==> config.mk <==
export PLATFORM = sky130hd
export DESIGN_NAME = imm_gen_stage_flat
export DESIGN_NICKNAME = d
export VERILOG_FILES = /design/src/rtl/imm_gen_stage_if.sv /design/src/rtl/imm_gen_stage.sv /design/src/flat_wrapper.sv
export SDC_FILE = /design/constraint.sdc
export NUM_CORES = 1
export LEC_CHECK = 0
export CAP_MARGIN = 10
export CORE_AREA = 2 2 98 100
export DETAILED_ROUTE_END_ITERATION = 10
export DIE_AREA = 0 0 100 102
export PLACE_DENSITY = 0.76
export SYNTH_ARGS = -nofsm -noshare
export SYNTH_HDL_FRONTEND = slang
export SYNTH_SLANG_ARGS = --single-unit
==> constraint.sdc <==
create_clock -name clk -period 1.5 [get_ports clk]
set_input_delay 0.225 -clock clk [delete_from_list [all_inputs] [get_ports clk]]
set_output_delay 0.225 -clock clk [all_outputs]
set_load 0.01 [all_outputs]
==> src/rtl/imm_gen_stage_if.sv <==
// Decode-stage immediate generator bus: an input request channel and an output result channel.
// The stage connects to the slave modport, and the driving environment connects to the master modport.
interface imm_gen_stage_if #(
    parameter int unsigned XLEN  = 32,
    parameter int unsigned TAG_W = 5
);
    logic             in_valid;
    logic             in_ready;
    logic [24:0]      Inst;
    logic [2:0]       ImmSrc;
    logic [TAG_W-1:0] in_tag;
    logic             out_valid;
    logic             out_ready;
    logic [XLEN-1:0]  ImmExt;
    logic [TAG_W-1:0] out_tag;
    logic             imm_err;

    modport master (
        output in_valid, Inst, ImmSrc, in_tag, out_ready,
        input  in_ready, out_valid, ImmExt, out_tag, imm_err
    );

    modport slave (
        input  in_valid, Inst, ImmSrc, in_tag, out_ready,
        output in_ready, out_valid, ImmExt, out_tag, imm_err
    );
endinterface

==> src/rtl/imm_gen_stage.sv <==
// Pipelined immediate generator: extracts and extends the immediate, then queues the result.
// The queue is a 2-entry skid buffer, so ID->EX back-pressure never drops a result.
module imm_gen_stage #(
    parameter int unsigned XLEN  = 32,
    parameter int unsigned TAG_W = 5
) (
    input  logic              clk,
    input  logic              reset,
    input  logic              flush,
    imm_gen_stage_if.slave    bus
);

    typedef struct packed {
        logic [XLEN-1:0]  imm;
        logic [TAG_W-1:0] tag;
        logic             err;
    } entry_t;

    typedef enum logic [1:0] {
        S_EMPTY = 2'd0,
        S_ONE   = 2'd1,
        S_FULL  = 2'd2
    } state_t;

    state_t          state_q, state_d;
    entry_t          head_q, head_d;
    entry_t          tail_q, tail_d;
    logic            in_ready_q, in_ready_d;
    logic            out_valid_q, out_valid_d;

    logic [XLEN-1:0] imm_c;
    logic            err_c;
    entry_t          new_c;
    logic            push_c;
    logic            pop_c;

    // Immediate extraction; Inst[k] holds instr[k+7]
    always_comb begin
        imm_c = '0;
        err_c = 1'b0;
        case (bus.ImmSrc)
            3'b000:  imm_c = XLEN'($signed(bus.Inst[24:13]));
            3'b001:  imm_c = XLEN'($signed({bus.Inst[24:18], bus.Inst[4:0]}));
            3'b010:  imm_c = XLEN'($signed({bus.Inst[24], bus.Inst[0], bus.Inst[23:18],
                                             bus.Inst[4:1], 1'b0}));
            3'b011:  imm_c = XLEN'($signed({bus.Inst[24], bus.Inst[12:5], bus.Inst[13],
                                             bus.Inst[23:14], 1'b0}));
            3'b100:  imm_c = XLEN'($signed({bus.Inst[24:5], 12'b0}));
            3'b101:  imm_c = (XLEN == 64) ? XLEN'(bus.Inst[18:13]) : XLEN'(bus.Inst[17:13]);
            3'b110:  imm_c = XLEN'(bus.Inst[12:8]);
            default: err_c = 1'b1;
        endcase
    end

    assign new_c  = '{imm: imm_c, tag: bus.in_tag, err: err_c};
    assign push_c = bus.in_valid & in_ready_q;
    assign pop_c  = out_valid_q & bus.out_ready;

    // Queue occupancy control; flush overrides push and pop
    always_comb begin
        state_d = state_q;
        head_d  = head_q;
        tail_d  = tail_q;
        if (flush) begin
            state_d = S_EMPTY;
            head_d  = '0;
            tail_d  = '0;
        end else begin
            case (state_q)
                S_EMPTY: begin
                    if (push_c) begin
                        state_d = S_ONE;
                        head_d  = new_c;
                    end
                end
                S_ONE: begin
                    if (push_c && pop_c) begin
                        head_d = new_c;
                    end else if (push_c) begin
                        state_d = S_FULL;
                        tail_d  = new_c;
                    end else if (pop_c) begin
                        state_d = S_EMPTY;
                        head_d  = '0;
                    end
                end
                S_FULL: begin
                    if (pop_c) begin
                        state_d = S_ONE;
                        head_d  = tail_q;
                        tail_d  = '0;
                    end
                end
                default: begin
                    state_d = S_EMPTY;
                    head_d  = '0;
                    tail_d  = '0;
                end
            endcase
        end
        in_ready_d  = (state_d != S_FULL);
        out_valid_d = (state_d != S_EMPTY);
    end

    always_ff @(posedge clk) begin
        if (reset) begin
            state_q     <= S_EMPTY;
            head_q      <= '0;
            tail_q      <= '0;
            in_ready_q  <= 1'b1;
            out_valid_q <= 1'b0;
        end else begin
            state_q     <= state_d;
            head_q      <= head_d;
            tail_q      <= tail_d;
            in_ready_q  <= in_ready_d;
            out_valid_q <= out_valid_d;
        end
    end

    assign bus.in_ready  = in_ready_q;
    assign bus.out_valid = out_valid_q;
    assign bus.ImmExt    = head_q.imm;
    assign bus.out_tag   = head_q.tag;
    assign bus.imm_err   = head_q.err;

endmodule

==> src/flat_wrapper.sv <==
// flat-port wrapper written by rule: the top's interface ports become plain ports
module imm_gen_stage_flat 
#(
    parameter int unsigned XLEN  = 32,
    parameter int unsigned TAG_W = 5
)
  (clk, reset, flush, bus_in_valid, bus_Inst, bus_ImmSrc, bus_in_tag, bus_out_ready, bus_in_ready, bus_out_valid, bus_ImmExt, bus_out_tag, bus_imm_err);
  imm_gen_stage_if #(.XLEN(XLEN), .TAG_W(TAG_W)) bus_i ();
  input  logic clk;
  input  logic reset;
  input  logic flush;
  input wire logic [$bits(bus_i.in_valid)-1:0] bus_in_valid;
  input wire logic [$bits(bus_i.Inst)-1:0] bus_Inst;
  input wire logic [$bits(bus_i.ImmSrc)-1:0] bus_ImmSrc;
  input wire logic [$bits(bus_i.in_tag)-1:0] bus_in_tag;
  input wire logic [$bits(bus_i.out_ready)-1:0] bus_out_ready;
  output wire logic [$bits(bus_i.in_ready)-1:0] bus_in_ready;
  output wire logic [$bits(bus_i.out_valid)-1:0] bus_out_valid;
  output wire logic [$bits(bus_i.ImmExt)-1:0] bus_ImmExt;
  output wire logic [$bits(bus_i.out_tag)-1:0] bus_out_tag;
  output wire logic [$bits(bus_i.imm_err)-1:0] bus_imm_err;
  assign bus_i.in_valid = bus_in_valid;
  assign bus_i.Inst = bus_Inst;
  assign bus_i.ImmSrc = bus_ImmSrc;
  assign bus_i.in_tag = bus_in_tag;
  assign bus_i.out_ready = bus_out_ready;
  assign bus_in_ready = bus_i.in_ready;
  assign bus_out_valid = bus_i.out_valid;
  assign bus_ImmExt = bus_i.ImmExt;
  assign bus_out_tag = bus_i.out_tag;
  assign bus_imm_err = bus_i.imm_err;
  imm_gen_stage #(.XLEN(XLEN), .TAG_W(TAG_W)) u_core (.clk(clk), .reset(reset), .flush(flush), .bus(bus_i));
endmodule
### Yosys cells after proc, flatten, opt, wreduce, memory -nomap -nowiden

Cells that the tools add are included.

* register bits after elaboration: 80
* input port bits: 38
* logic and storage cells: 52
* output and inout bits: 40

* mux-type cells: 17
* eq/ne operators: 15
* bitwise operators: 3
* reductions and logical operators: 8

Operators with widths (number)
* 2-to-1 mux 38 bit: 6
* one-hot mux 38 bit (3 select lines): 2
* one-hot mux 32 bit (7 select lines): 1
* 2-to-1 mux 2 bit: 6
* == test 3 bit, second input constant: 3
* AND reduction 4 bit: 2
* OR reduction 7 bit: 1
* == test 3 x 2 -> 1 bit, second input constant: 2
* inequality test 2 x 1 -> 1 bit, second input constant: 3
* one-hot mux 2 bit (3 select lines): 1
* inequality test 2 bit, second input constant: 2
* == test 3 x 1 -> 1 bit, second input constant: 1
* logical NOT 3 bit: 1
* inequality test 3 x 1 -> 1 bit, second input constant: 1
* inequality test 3 bit, second input constant: 1
* bitwise AND 1 bit: 2
* == test 2 x 1 -> 1 bit, second input constant: 1
* == test 2 bit, second input constant: 1
* logical NOT 2 bit: 1
* nonzero test 2 bit: 1
* OR reduction 2 bit: 1
* logical AND 1 bit: 1
* 2-to-1 mux 1 bit: 1
* NOT 1 bit: 1

### Longest topological paths before layout

Gate-level depths: netlist of run 1.

* depth after elaboration: 7
* depth in mapped cells: 7
* gate-level depth less buffers: 4

### Least setup slack after synthesis of run 1

Ideal clock, no wire load.

* path type: register to register
* start: register u_core.out_valid_q, in the netlist u_core.bus.out_valid
* end: register u_core.tail_q[19] (netlist bit)
* clock period less this slack: 1638 ps
* cell stages (with the launch flop): 7
* data arrival time: 1571 ps
* buffers on the path: 2
* setup time: 68 ps
* required time: 1432 ps
* setup slack: -138 ps
* cells stage by stage: dfxtp_1 > nand2_2 > a31oi_2 > buf_6 > or4_4 > buf_6 > o2bb2ai_2

* longest elaborated chain between the ends: 4
* elaborated cells on any way between the ends: 5
* classes of those cells: eq/ne: 2; bitwise: 1; reduce/logical: 2

RTL lines
* start, declared: RTL line imm_gen_stage.sv:29 `logic out_valid_q, out_valid_d;`
* start signal, assigned: RTL line imm_gen_stage.sv:117 `out_valid_q <= out_valid_d;`
* bitwise AND 1 bit *: RTL line imm_gen_stage.sv:57 `assign pop_c = out_valid_q & bus.out_ready;`
* logical AND 1 bit: RTL line imm_gen_stage.sv:77 `if (push_c && pop_c) begin`
* inequality test 2 bit (no line)
* AND reduction 4 bit (no line) *
* end signal, assigned: RTL line imm_gen_stage.sv:115 `tail_q <= tail_d;`
* end, declared: RTL line imm_gen_stage.sv:27 `entry_t tail_q, tail_d;`

Every way passes the cells marked *; elsewhere a longest branch is shown, timed or not.
A chain may end at the register's enable or synchronous reset.

### Final worst setup path of run 1

* start: register u_core.state_q[0]
* end: register u_core.head_q, in the netlist u_core.bus.ImmExt[31]

* longest elaborated chain between the ends: 3
* elaborated cells on any way between the ends: 9
* classes of those cells: eq/ne: 6; mux: 1; reduce/logical: 2

RTL lines
* start, declared: RTL line imm_gen_stage.sv:25 `state_t state_q, state_d;`
* start signal, assigned: RTL line imm_gen_stage.sv:113 `state_q <= state_d;`
* == test 2 x 1 -> 1 bit (tied with other cells): RTL line imm_gen_stage.sv:69 `case (state_q)`
* inequality test 3 bit (no line) (tied with other cells)
* AND reduction 4 bit (no line)
* end signal, assigned: RTL line imm_gen_stage.sv:108 `head_q <= '0;`
* end signal, assigned: RTL line imm_gen_stage.sv:114 `head_q <= head_d;`
* end, declared: RTL line imm_gen_stage.sv:26 `entry_t head_q, head_d;`

Several ways; a longest one is shown, not always the timed one.

==> results by group, run 1 <==
Yosys
  • Post-Synth XOR/XNOR Area: 0.409%
  • Largest family of logic cells by synthesized area: compound AO/OA/AOI/OAI gates
  • Gate Count Post-Synth: a little under 500
  • Yosys cell types: 56
  • Mapped Nets: about 530
  • Synth Area per Inst: around 9 um2
  • Synth Register Bits: 80
  • Leading post-synthesis cells by instance count: dfxtp_1 (80), a21oi_1 (57), o21ai_0 (40)
  • Async set or reset register ratio after synthesis: 0%
  • EDFF count, synth: 0
  • Synth Area in Simple Gates: 22.5%
  • Adder-Cell Fraction of Synth Area: 0%
  • Most frequent cell after synthesis: dfxtp_1
  • Sequential share of the synthesized area: 37.4%
  • Largest cells by area after synthesis: dfxtp_1 (37%), a21oi_1 (6.7%), o21ai_0 (4.7%)
  • Complex-gate fraction of the synthesized area: 30.9%
  • Ys flop type: dfxtp_1
  • Share of the synthesized area in the top cell type: 37.4%
  • Area leader, netlist: dfxtp_1
  • Synth warnings: 0
  • Post-synthesis mux area share: under 10%
  • Synthesized area: around 0.0043 mm2

Clock tree
  • Skew-Pair Late Insertion Delay: approximately 0.36 ns
  • TritonCTS clock tree: done
  • CTS max path bufs: 2
  • CTS sink count: 80
  • Cts hold-fix bufs: 0
  • Max H-tree Level: 3
  • CTS root buffer: clkbuf_8
  • Clk slew on worst S/H paths: approximately 0.08 ns
  • Total CTS buffers: 9

Final layout
  • Inserted Diodes: 0
  • Nets: between 600 and 700
  • Fin util: about three quarters
  • Finished Layout Cells: around 760
  • Share of post-route cells with drive strength above 1: 33.7%
  • Fillers: 609
  • Area growth syn-to-layout: 58.0%

Global routing
  • Antenna violations before repair: 0
  • Total grt overflow: 0
  • First-pass GRT wire length: 22200 um
  • All-Layer GR Usage: between 20 and 30%
  • Largest net degree at the start of global routing: 24
  • Via count of the first global-routing pass: around 4600

Hold path
  • WHS Path Cells: 2
  • Worst Hold Class: reg2reg
  • Hold Path Sink: u_core.bus.ImmExt[8]$_SDFFE_PP0P_
  • Critical hold path startpoint: u_core.bus.ImmExt[8]$_SDFFE_PP0P_

Timing
  • Rel. slew slack: roughly two thirds
  • Worst Max-Slew Pin Slew: ~0.51 ns
  • Fin Clk Skew: about 0.0078 ns
  • Fin crit period: 1.56 ns
  • Final TNS setup: -0.676 ns
  • RSZ-0062 raised after global routing: true
  • Final Worst Setup Slack: -0.0568 ns
  • Tcrit/Tclk final: 104%
  • Final setup violation count: 31
  • Fin Hold WS: around 0.46 ns
  • Final Max Tran Viols: 0
  • Final Hold Vio Count: 0
  • Max Fclk: approximately 640 MHz

Route
  • DR WL/cell: about 21 um
  • Post-Route WL: 15900 um
  • DR vias/cell: about 6.5
  • DR pass1 iterations: 5
  • Final ANT Viol Nets: 0
  • Vias: 4938
  • Initial DRC count: between 400 and 500
  • # DRC: 0

Critical path
  • Kind of critical path: reg2reg
  • Critical path required time: approximately 1.8 ns
  • Crit Path Max Fanout: 8
  • Setup crit start kind: register
  • RR Endpoint: u_core.bus.ImmExt[31]$_SDFFE_PP0P_
  • Reg2reg setup slack: -0.06 ns
  • Launch point of the worst reg-to-reg path: u_core.state_q[0]$_SDFF_PP0_
  • Critical path arrival: around 1.9 ns
  • R2r worst-path depth: 5
  • Endpoint type of the worst setup path: register

Pwr
  • Total Power: 5.19 mW
  • Peak supply drop: about 0.00052 V
  • Pwr/cell area: ~770 mW/mm2
  • Lkg Pwr: a little under 3 nW

Floorplanning
  • Die width: about 100 um
  • # rows: 35
  • Starting density of the core: a little under half
  • Die height: between 100 and 150 um
  • I/O Pins: 78
  • Area of the core: roughly 0.0091 mm2
  • Die area: 0.0102 mm2

Placed design
  • Buffers added on ports: 77
  • GPL Wtd Cong: between 0.8 and 0.9
  • Final HPWL DP: 9660 um
  • Dpl cells: roughly 720

Flow run
  • Max-cap viol count: 0

Outcome
  • Violations in the final reports: negative setup slack
  • Status: finished, violations left
## state kept, by name, indices dropped and copies added, names as in the netlist
register and count:
u_core.bus.out_tag 5, u_core.bus.in_ready 1, u_core.state_q 2, u_core.tail_q 38, u_core.bus.imm_err 1, u_core.bus.out_valid 1, u_core.bus.ImmExt 32
## kinds of logic (layout without fill, tap and decap cells)
logic type,after synthesis,after routing
muxes,10,10
and+or+nand+nor,149,151
buffers and inverters,54,218
xor gates and xnor gates,2,2
DFF,80,80
AOI/OAI and AO/OA,192,192
## repair_timing
action,CTS,global route
setup endpoints to repair,78,86
cloned,4,4
gates resized for setup,44,91
pin swaps,4,37
buffers inserted,2,14
## power by group
part | switching, mW | leakage, nW | internal [mW] | total [mW]
clock network | 0.814 | 0.106 | 0.981 | 1.79
registers | 0.0280 | 0.649 | 2.15 | 2.18
logic | 0.582 | 2.17 | 0.627 | 1.21
total | 1.42 | 2.92 | 3.76 | 5.19
## per-layer routing
layer	GRT usage [%]	up-vias	share of wire, %
li1	-	2212	-
met1	33.3	2391	40
met2	47.9	270	49
met3	4.24	65	6.5
met4	12.2	0	3.8
met5	0	-	0
## worst max path at each step
stage,cells after the start,endpoint,slack (ns),startpoint
floorplan,6,u_core.tail_q[24]$_SDFFE_PP0P_,-0.04,u_core.bus.out_valid$_SDFF_PP0_
global placement,7,u_core.bus.ImmExt[16]$_SDFFE_PP0P_,-0.57,bus_ImmSrc[0]
detailed placement,7,u_core.bus.ImmExt[14]$_SDFFE_PP0P_,-0.61,bus_ImmSrc[2]
CTS,6,u_core.bus.ImmExt[9]$_SDFFE_PP0P_,-0.02,u_core.state_q[1]$_SDFF_PP0_
global route,5,u_core.tail_q[26]$_SDFFE_PP0P_,-0.12,u_core.bus.out_valid$_SDFF_PP0_
finish,5,u_core.bus.ImmExt[31]$_SDFFE_PP0P_,-0.06,u_core.state_q[0]$_SDFF_PP0_
## worst max-delay path: stages (launching register included)
cell and delay [ns]:
dfxtp_4 0.38, buf_12 0.13, o211ai_1 0.30, and4_4 0.37
buf_6 0.16, a22o_1 0.17
## stage by stage
step / instance area [um2] / setup WS, ns
6_report: 6770 / -0.0568
4_1_cts: 6270 / -0.0200
3_3_place_gp: 5800 / -0.572
2_1_floorplan: 4350 / -0.0364
3_5_place_dp: 5800 / -0.606
5_1_grt: 6770 / -0.119
## placed cells by master, fill, tap and decap left out, drive strengths merged, types with 13 or more instances in the layout
| master | count |
|---|---|
| o21ai | 47 |
| dlymetal6s2s | 24 |
| nor2b | 14 |
| or4 | 15 |
| a22o | 21 |
| a21oi | 57 |
| buf | 119 |
| nand2 | 30 |
| a22oi | 13 |
| dfxtp | 80 |
| clkbuf | 13 |
| clkdlybuf4s50 | 42 |
## cell type report
class                   instances  area [um2]  area share [%]
well taps                     111         139            2.05
multi-input cells             355        2760            40.8
clock buffers                  11         141            2.09
inverters                       2        7.51           0.111
flip-flops and latches         80        1620            23.9
repair buffers                200        2020            29.9
clock inverters                 5        80.1            1.18
No activity file was read; power rests on OpenSTA's default activity.
==> run 2: changes to the inputs <==
--- a/config.mk
+++ b/config.mk
@@ -10,6 +10,8 @@
 export DETAILED_ROUTE_END_ITERATION = 10
 export DIE_AREA = 0 0 100 102
 export PLACE_DENSITY = 0.76
+export RECOVER_POWER = 50
+export SLEW_MARGIN = 5
 export SYNTH_ARGS = -nofsm -noshare
 export SYNTH_HDL_FRONTEND = slang
 export SYNTH_SLANG_ARGS = --single-unit
==> run 2 against run 1 <==
Against the previous run:
- the run still ends with negative setup slack left
- maximum frequency about the same
- non-clock buffer count unchanged
- clock skew increased by 0.00055 ns
- die area unchanged
- power about the same
- cell count unchanged
- highest routed layer unchanged
==> results by group, run 2 (synthesized netlist as in run 1, its figures left out) <==
Outcome
  • Status: finished, violations left (unchanged)
  • Violations in the final reports: negative setup slack (unchanged)

Final layout
  • Share of post-route cells with drive strength above 1: 33.7% (unchanged)
  • Nets: 686 (unchanged)
  • Most flops, register: u_core.tail_q (unchanged)
  • Max reg flops: 38 (unchanged)
  • Fin util: 73.7% (was 74.3%)
  • Inserted Diodes: 0 (unchanged)
  • Area growth syn-to-layout: 56.7% (was 58.0%)
  • Commonest non-fill, non-tap cell in the layout: buf_4 (unchanged)
  • Design area: 0.00671 mm2 (was 0.00677 mm2)
  • Most frequent cells in the layout: buf_4 (90), dfxtp_1 (76), a21oi_1 (48) (unchanged)

Floorplanning
  • Die height: 102 um (unchanged)
  • Die width: 100 um (unchanged)
  • I/O Pins: 78 (unchanged)
  • Starting density of the core: 47.0% (unchanged)
  • Die area: 0.0102 mm2 (unchanged)
  • # rows: 35 (unchanged)
  • Area of the core: 0.00911 mm2 (unchanged)

Global routing
  • Antenna violations before repair: 0 (unchanged)
  • First-pass GRT wire length: 22200 um (unchanged)
  • Via count of the first global-routing pass: 4599 (unchanged)
  • Total grt overflow: 0 (unchanged)
  • Largest net degree at the start of global routing: 24 (unchanged)
  • All-Layer GR Usage: 27.3% (unchanged)

Clock tree
  • TritonCTS clock tree: done (unchanged)
  • CTS root buffer: clkbuf_8 (unchanged)
  • Clk slew on worst S/H paths: 0.08 ns (about the same)
  • Total CTS buffers: 9 (unchanged)
  • Max H-tree Level: 3 (unchanged)
  • CTS max path bufs: 2 (unchanged)
  • CTS sink count: 80 (unchanged)
  • Skew-Pair Late Insertion Delay: 0.36 ns (about the same)
  • Cts hold-fix bufs: 0 (unchanged)

Placed design
  • Buffers added on ports: 77 (unchanged)
  • DP Area: 0.00580 mm2 (unchanged)
  • Dpl ws: -0.606 ns (unchanged)
  • GPL Wtd Cong: 0.874 (unchanged)
  • Final HPWL DP: 9660 um (unchanged)

Critical path
  • Setup crit start kind: register (unchanged)
  • Critical path arrival: 1.84 ns (was 1.86 ns)
  • CP Cell Sequence: nand2_4 > a31oi_4 > buf_12 > or4_1 > a21oi_1 (was buf_12 > o211ai_1 > and4_4 > buf_6 > a22o_1)
  • R2r worst-path depth: 5 (unchanged)
  • Reg2reg setup slack: -0.06 ns (about the same)
  • Crit Path Max Fanout: 8 (unchanged)
  • Stages on the worst setup path: 5 (unchanged)
  • Launch point of the worst reg-to-reg path: u_core.bus.out_valid$_SDFF_PP0_ (was u_core.state_q[0]$_SDFF_PP0_)
  • RR Endpoint: u_core.tail_q[30]$_SDFFE_PP0P_ (was u_core.bus.ImmExt[31]$_SDFFE_PP0P_)
  • Worst stage delay on the critical path: 0.53 ns (was 0.38 ns)
  • Critical path required time: 1.79 ns (was 1.80 ns)
  • Critical path endpoint: u_core.tail_q[30]$_SDFFE_PP0P_ (was u_core.bus.ImmExt[31]$_SDFFE_PP0P_)
  • Slowest cell on the critical path: or4_1 (was dfxtp_4)
  • Endpoint type of the worst setup path: register (unchanged)
  • Critical path startpoint: u_core.bus.out_valid$_SDFF_PP0_ (was u_core.state_q[0]$_SDFF_PP0_)
  • Worst Path Buf+Inv: 1 (was 2)
  • Delay-heaviest family, CP: simple AND/OR/NAND/NOR gates (was compound AO/OA/AOI/OAI gates)
  • Kind of critical path: reg2reg (unchanged)

Timing
  • Final setup violation count: 20 (was 31)
  • Final Worst Setup Slack: -0.0564 ns (was -0.0568 ns)
  • Final Hold Vio Count: 0 (unchanged)
  • Fin Hold WS: 0.467 ns (was 0.463 ns)
  • Worst Max-Slew Pin Slew: 0.516 ns (was 0.511 ns)
  • Max Fclk: 643 MHz (was 642 MHz)
  • RSZ-0062 raised after global routing: true (unchanged)
  • Fin Clk Skew: 0.00833 ns (was 0.00778 ns)
  • Rel. slew slack: 65.1% (was 65.5%)
  • Final Max Tran Viols: 0 (unchanged)
  • Fin crit period: 1.56 ns (about the same)
  • Tcrit/Tclk final: 104% (about the same)

Pwr
  • Lkg Pwr: 2.50 nW (was 2.92 nW)
  • Switching Share: 27.4% (was 27.5%)
  • NetSw: 1.42 mW (about the same)
  • Internal: 3.76 mW (about the same)
  • Sequential power share: 42.1% (about the same)
  • Peak supply drop: 0.000518 V (was 0.000519 V)
  • Pwr/cell area: 772 mW/mm2 (was 766 mW/mm2)
  • Clock power share: 34.6% (about the same)
  • Combinational Power Share: 23.3% (about the same)

Hold path
  • Worst Hold Class: reg2reg (unchanged)
  • WHS Path Cells: 2 (unchanged)

Route
  • Initial DRC count: 500 (was 458)
  • DR WL/cell: 20.8 um (about the same)
  • Final ANT Viol Nets: 0 (unchanged)
  • Vias: 4926 (was 4938)
  • # DRC: 0 (unchanged)
  • DR pass1 iterations: 5 (unchanged)
  • DR vias/cell: 6.45 (was 6.46)
  • Post-Route WL: 15900 um (about the same)

Flow run
  • Max-cap viol count: 0 (unchanged)
==> run 2: cell types whose count changed in the layout (fill, tap and decap cells not counted), sizes merged <==
cell / change
clkdlybuf4s25: +23
dlymetal6s2s: -23
==> run 2: timing repair <==
action                                  CTS  global route
gates cloned                              4             4
resized for setup                        44            91
hold endpoints to repair                  0             0
pin swaps                                 4            37
buffers inserted                          2            14
endpoints found under the setup margin   78            86
==> run 2: worst reg2reg max path, stage by stage, from the launching register on <==
cell,delay [ns]
dfxtp_4,0.37
nand2_4,0.07
a31oi_4,0.16
buf_12,0.20
or4_1,0.54
a21oi_1,0.16
==> run 2: area by class of cell <==
cell class	count	area, um2
Multi-Input combinational cell	355	2760
Sequential cell	80	1620
Inverter	2	7.51
Fill cell	619	2400
Timing Repair Buffer	200	1970
Clock inverter	5	80.1
Clock buffer	11	141
Tap cell	111	139
==> run 2: stage by stage <==
step | std cells | power [mW] | setup TNS (ns)
4_1_cts | 746 | 5.04 | -0.0309
5_1_grt | 764 | 5.38 | -1.82
3_3_place_gp | 724 | 3.17 | -28.87
6_report | 764 | 5.18 | -0.501
2_1_floorplan | 487 | 2.70 | -0.669
3_5_place_dp | 724 | 3.20 | -32.01
==> run 2: power groups by stage <==
stage	registers (mW)	logic [mW]	clock network [mW]
floorplan	2.24	0.456	0
global placement	2.23	0.936	0
detailed placement	2.23	0.967	0
CTS	2.18	1.05	1.81
global route	2.19	1.26	1.93
finish	2.18	1.21	1.79
==> run 2: layer usage <==
metal,wire length (um),vias to the layer above,global-route usage (%)
met5,0,-,0
met1,6460,2388,33.3
met3,963,64,4.24
li1,-,2216,-
met2,7830,258,47.9
met4,612,0,12.2
==> run 2: worst min path at each step <==
stage / end / from / slack [ns]
2_1_floorplan: u_core.tail_q[11]$_SDFFE_PP0P_ / bus_Inst[18] / 0.38
3_3_place_gp: u_core.bus.out_tag[3]$_SDFFE_PP0P_ / u_core.bus.out_tag[3]$_SDFFE_PP0P_ / 0.44
3_5_place_dp: u_core.bus.out_tag[2]$_SDFFE_PP0P_ / u_core.bus.out_tag[2]$_SDFFE_PP0P_ / 0.45
4_1_cts: u_core.bus.ImmExt[6]$_SDFFE_PP0P_ / u_core.bus.ImmExt[6]$_SDFFE_PP0P_ / 0.47
5_1_grt: u_core.bus.ImmExt[9]$_SDFFE_PP0P_ / u_core.bus.ImmExt[9]$_SDFFE_PP0P_ / 0.48
6_report: u_core.bus.out_tag[4]$_SDFFE_PP0P_ / u_core.bus.out_tag[4]$_SDFFE_PP0P_ / 0.47
==> run 3: changes to the inputs <==
--- a/config.mk
+++ b/config.mk
@@ -11,6 +11,7 @@
 export DIE_AREA = 0 0 100 102
 export PLACE_DENSITY = 0.76
 export RECOVER_POWER = 50
+export SKIP_CTS_REPAIR_TIMING = 1
 export SLEW_MARGIN = 5
 export SYNTH_ARGS = -nofsm -noshare
 export SYNTH_HDL_FRONTEND = slang
==> run 3 against run 2 <==
Against the previous run:
- the run still ends with negative setup slack left
- non-clock buffer count decreased by 13
- sequential power about the same
- cell count is 1.7% lower
- die area is the same
- largest cell class unchanged
- combinational power is 9.9% lower
- maximum frequency rose by 0.21%
- worst setup slack better by 0.0032 ns
- critical path depth is the same
- register-to-register slack is essentially flat
- routed wire length shrank 9.0%
==> results by group, run 3 (synthesized netlist as in run 1, its figures left out) <==
Critical path
  • Kind of critical path: reg2reg (unchanged)
  • Setup crit start kind: register (unchanged)
  • Critical path arrival: 1.84 ns (about the same)
  • Critical path required time: 1.79 ns (about the same)
  • Crit Path Max Fanout: 31 (was 8)
  • Endpoint type of the worst setup path: register (unchanged)

Placed design
  • Dpl ws: -0.606 ns (unchanged)
  • Buffers added on ports: 77 (unchanged)
  • Final HPWL DP: 9660 um (unchanged)
  • GPL Wtd Cong: 0.874 (unchanged)
  • DP Area: 0.00580 mm2 (unchanged)

Timing
  • RSZ-0062 raised after global routing: true (unchanged)
  • Max Fclk: 644 MHz (was 643 MHz)
  • Final Hold Vio Count: 0 (unchanged)
  • Fin crit period: 1.55 ns (was 1.56 ns)
  • Final Max Tran Viols: 0 (unchanged)
  • Worst Max-Slew Pin Slew: 0.520 ns (was 0.516 ns)
  • Rel. slew slack: 64.8% (was 65.1%)
  • Tcrit/Tclk final: 104% (about the same)
  • Fin Clk Skew: 0.00846 ns (was 0.00833 ns)
  • Final setup violation count: 11 (was 20)
  • Final TNS setup: -0.218 ns (was -0.501 ns)
  • Final Worst Setup Slack: -0.0532 ns (was -0.0564 ns)

Floorplanning
  • # rows: 35 (unchanged)
  • Die area: 0.0102 mm2 (unchanged)
  • Area of the core: 0.00911 mm2 (unchanged)
  • I/O Pins: 78 (unchanged)
  • Die height: 102 um (unchanged)
  • Die width: 100 um (unchanged)
  • Starting density of the core: 47.0% (unchanged)

Route
  • # DRC: 0 (unchanged)
  • Vias: 4665 (was 4926)
  • Final ANT Viol Nets: 0 (unchanged)
  • DR pass1 iterations: 6 (was 5)
  • Initial DRC count: 310 (was 500)
  • Met2 routed WL: 7330 um (was 7830 um)
  • DR vias/cell: 6.21 (was 6.45)
  • Post-Route WL: 14400 um (was 15900 um)
  • Met3 wire len: 832 um (was 963 um)
  • DR WL/cell: 19.2 um (was 20.8 um)
  • Top sig layer: met4 (unchanged)
  • Metal1 wirelength: 5910 um (was 6460 um)

Final layout
  • Commonest non-fill, non-tap cell in the layout: buf_4 (unchanged)
  • Nets: 673 (was 686)
  • Max reg flops: 38 (unchanged)
  • Area growth syn-to-layout: 50.3% (was 56.7%)
  • Most frequent cells in the layout: buf_4 (88), dfxtp_1 (75), clkdlybuf4s50_1 (50) (was buf_4 (90), dfxtp_1 (76), a21oi_1 (48))
  • Most flops, register: u_core.tail_q (unchanged)
  • Fin util: 70.7% (was 73.7%)
  • Design area: 0.00644 mm2 (was 0.00671 mm2)
  • Share of post-route cells with drive strength above 1: 30.2% (was 33.7%)
  • Inserted Diodes: 0 (unchanged)

Pwr
  • Total Power: 5.06 mW (was 5.18 mW)
  • Lkg Pwr: 2.38 nW (was 2.50 nW)
  • Peak supply drop: 0.000516 V (was 0.000518 V)
  • Pwr/cell area: 786 mW/mm2 (was 772 mW/mm2)

Outcome
  • Status: finished, violations left (unchanged)
  • Violations in the final reports: negative setup slack (unchanged)

Clock tree
  • CTS max path bufs: 2 (unchanged)
  • Total CTS buffers: 9 (unchanged)
  • Max H-tree Level: 3 (unchanged)
  • CTS sink count: 80 (unchanged)
  • TritonCTS clock tree: done (unchanged)
  • CTS root buffer: clkbuf_8 (unchanged)
  • Clk slew on worst S/H paths: 0.08 ns (about the same)
  • Skew-Pair Late Insertion Delay: 0.36 ns (about the same)

Flow run
  • Max-cap viol count: 0 (unchanged)

Global routing
  • Via count of the first global-routing pass: 4446 (was 4599)
  • First-pass GRT wire length: 20900 um (was 22200 um)
  • Total grt overflow: 0 (unchanged)
  • Largest net degree at the start of global routing: 33 (was 24)
  • Antenna violations before repair: 0 (unchanged)
  • All-Layer GR Usage: 25.6% (was 27.3%)

Hold path
  • Worst Hold Class: reg2reg (unchanged)
-- run 3: cell count changes in the layout (fill, tap and decap cells not counted), moves of 4 or more --
cell	change
a22oi_1	+4
a22oi_2	-4
buf_6	-6
clkdlybuf4s50_1	+8
dlygate4sd2_1	-11
dlymetal6s2s_1	+6
o21ai_0	+4
o21ai_1	-4
-- run 3: where the power goes --
group          total, mW  switching, mW  internal [mW]
Combinational       1.09          0.528          0.564
Clock               1.79          0.807          0.981
Sequential          2.18         0.0287           2.15
-- run 3: final timing paths --
check                                      from                                 end  slack, ns  depth (start not counted)
min reg2reg  u_core.bus.out_tag[3]$_SDFFE_PP0P_  u_core.bus.out_tag[3]$_SDFFE_PP0P_       0.46                          2
min          u_core.bus.out_tag[3]$_SDFFE_PP0P_  u_core.bus.out_tag[3]$_SDFFE_PP0P_       0.46                          2
max reg2reg        u_core.state_q[1]$_SDFF_PP0_      u_core.tail_q[33]$_SDFFE_PP0P_      -0.05                          5
max                u_core.state_q[1]$_SDFF_PP0_      u_core.tail_q[33]$_SDFFE_PP0P_      -0.05                          5
-- run 3: per-stage QoR --
stage | instances | hold WS, ns
floorplan | 487 | 0.379
global placement | 724 | 0.438
detailed placement | 724 | 0.446
CTS | 740 | 0.466
global route | 751 | 0.483
finish | 751 | 0.461
-- run 3: layout make-up --
class / count / area [um2]
Fill cell: 669 / 2670
Sequential cell: 80 / 1620
Inverter: 2 / 7.51
Tap cell: 111 / 139
Timing Repair Buffer: 187 / 1790
Clock buffer: 11 / 141
Clock inverter: 5 / 80.1
Multi-Input combinational cell: 355 / 2670
-- run 3: worst max-delay path, cell delays in order, from the launching register on --
cell	delay (ns)
dfxtp_4	0.41
buf_4	0.13
a31oi_4	0.05
buf_12	0.19
or4_1	0.54
a21oi_1	0.16
-- run 3: per-layer routing --
metal	up-vias	global-route usage [%]
met3	33	3.83
met1	2258	32.0
met2	192	43.3
met5	-	0
met4	0	13.0
li1	2182	-
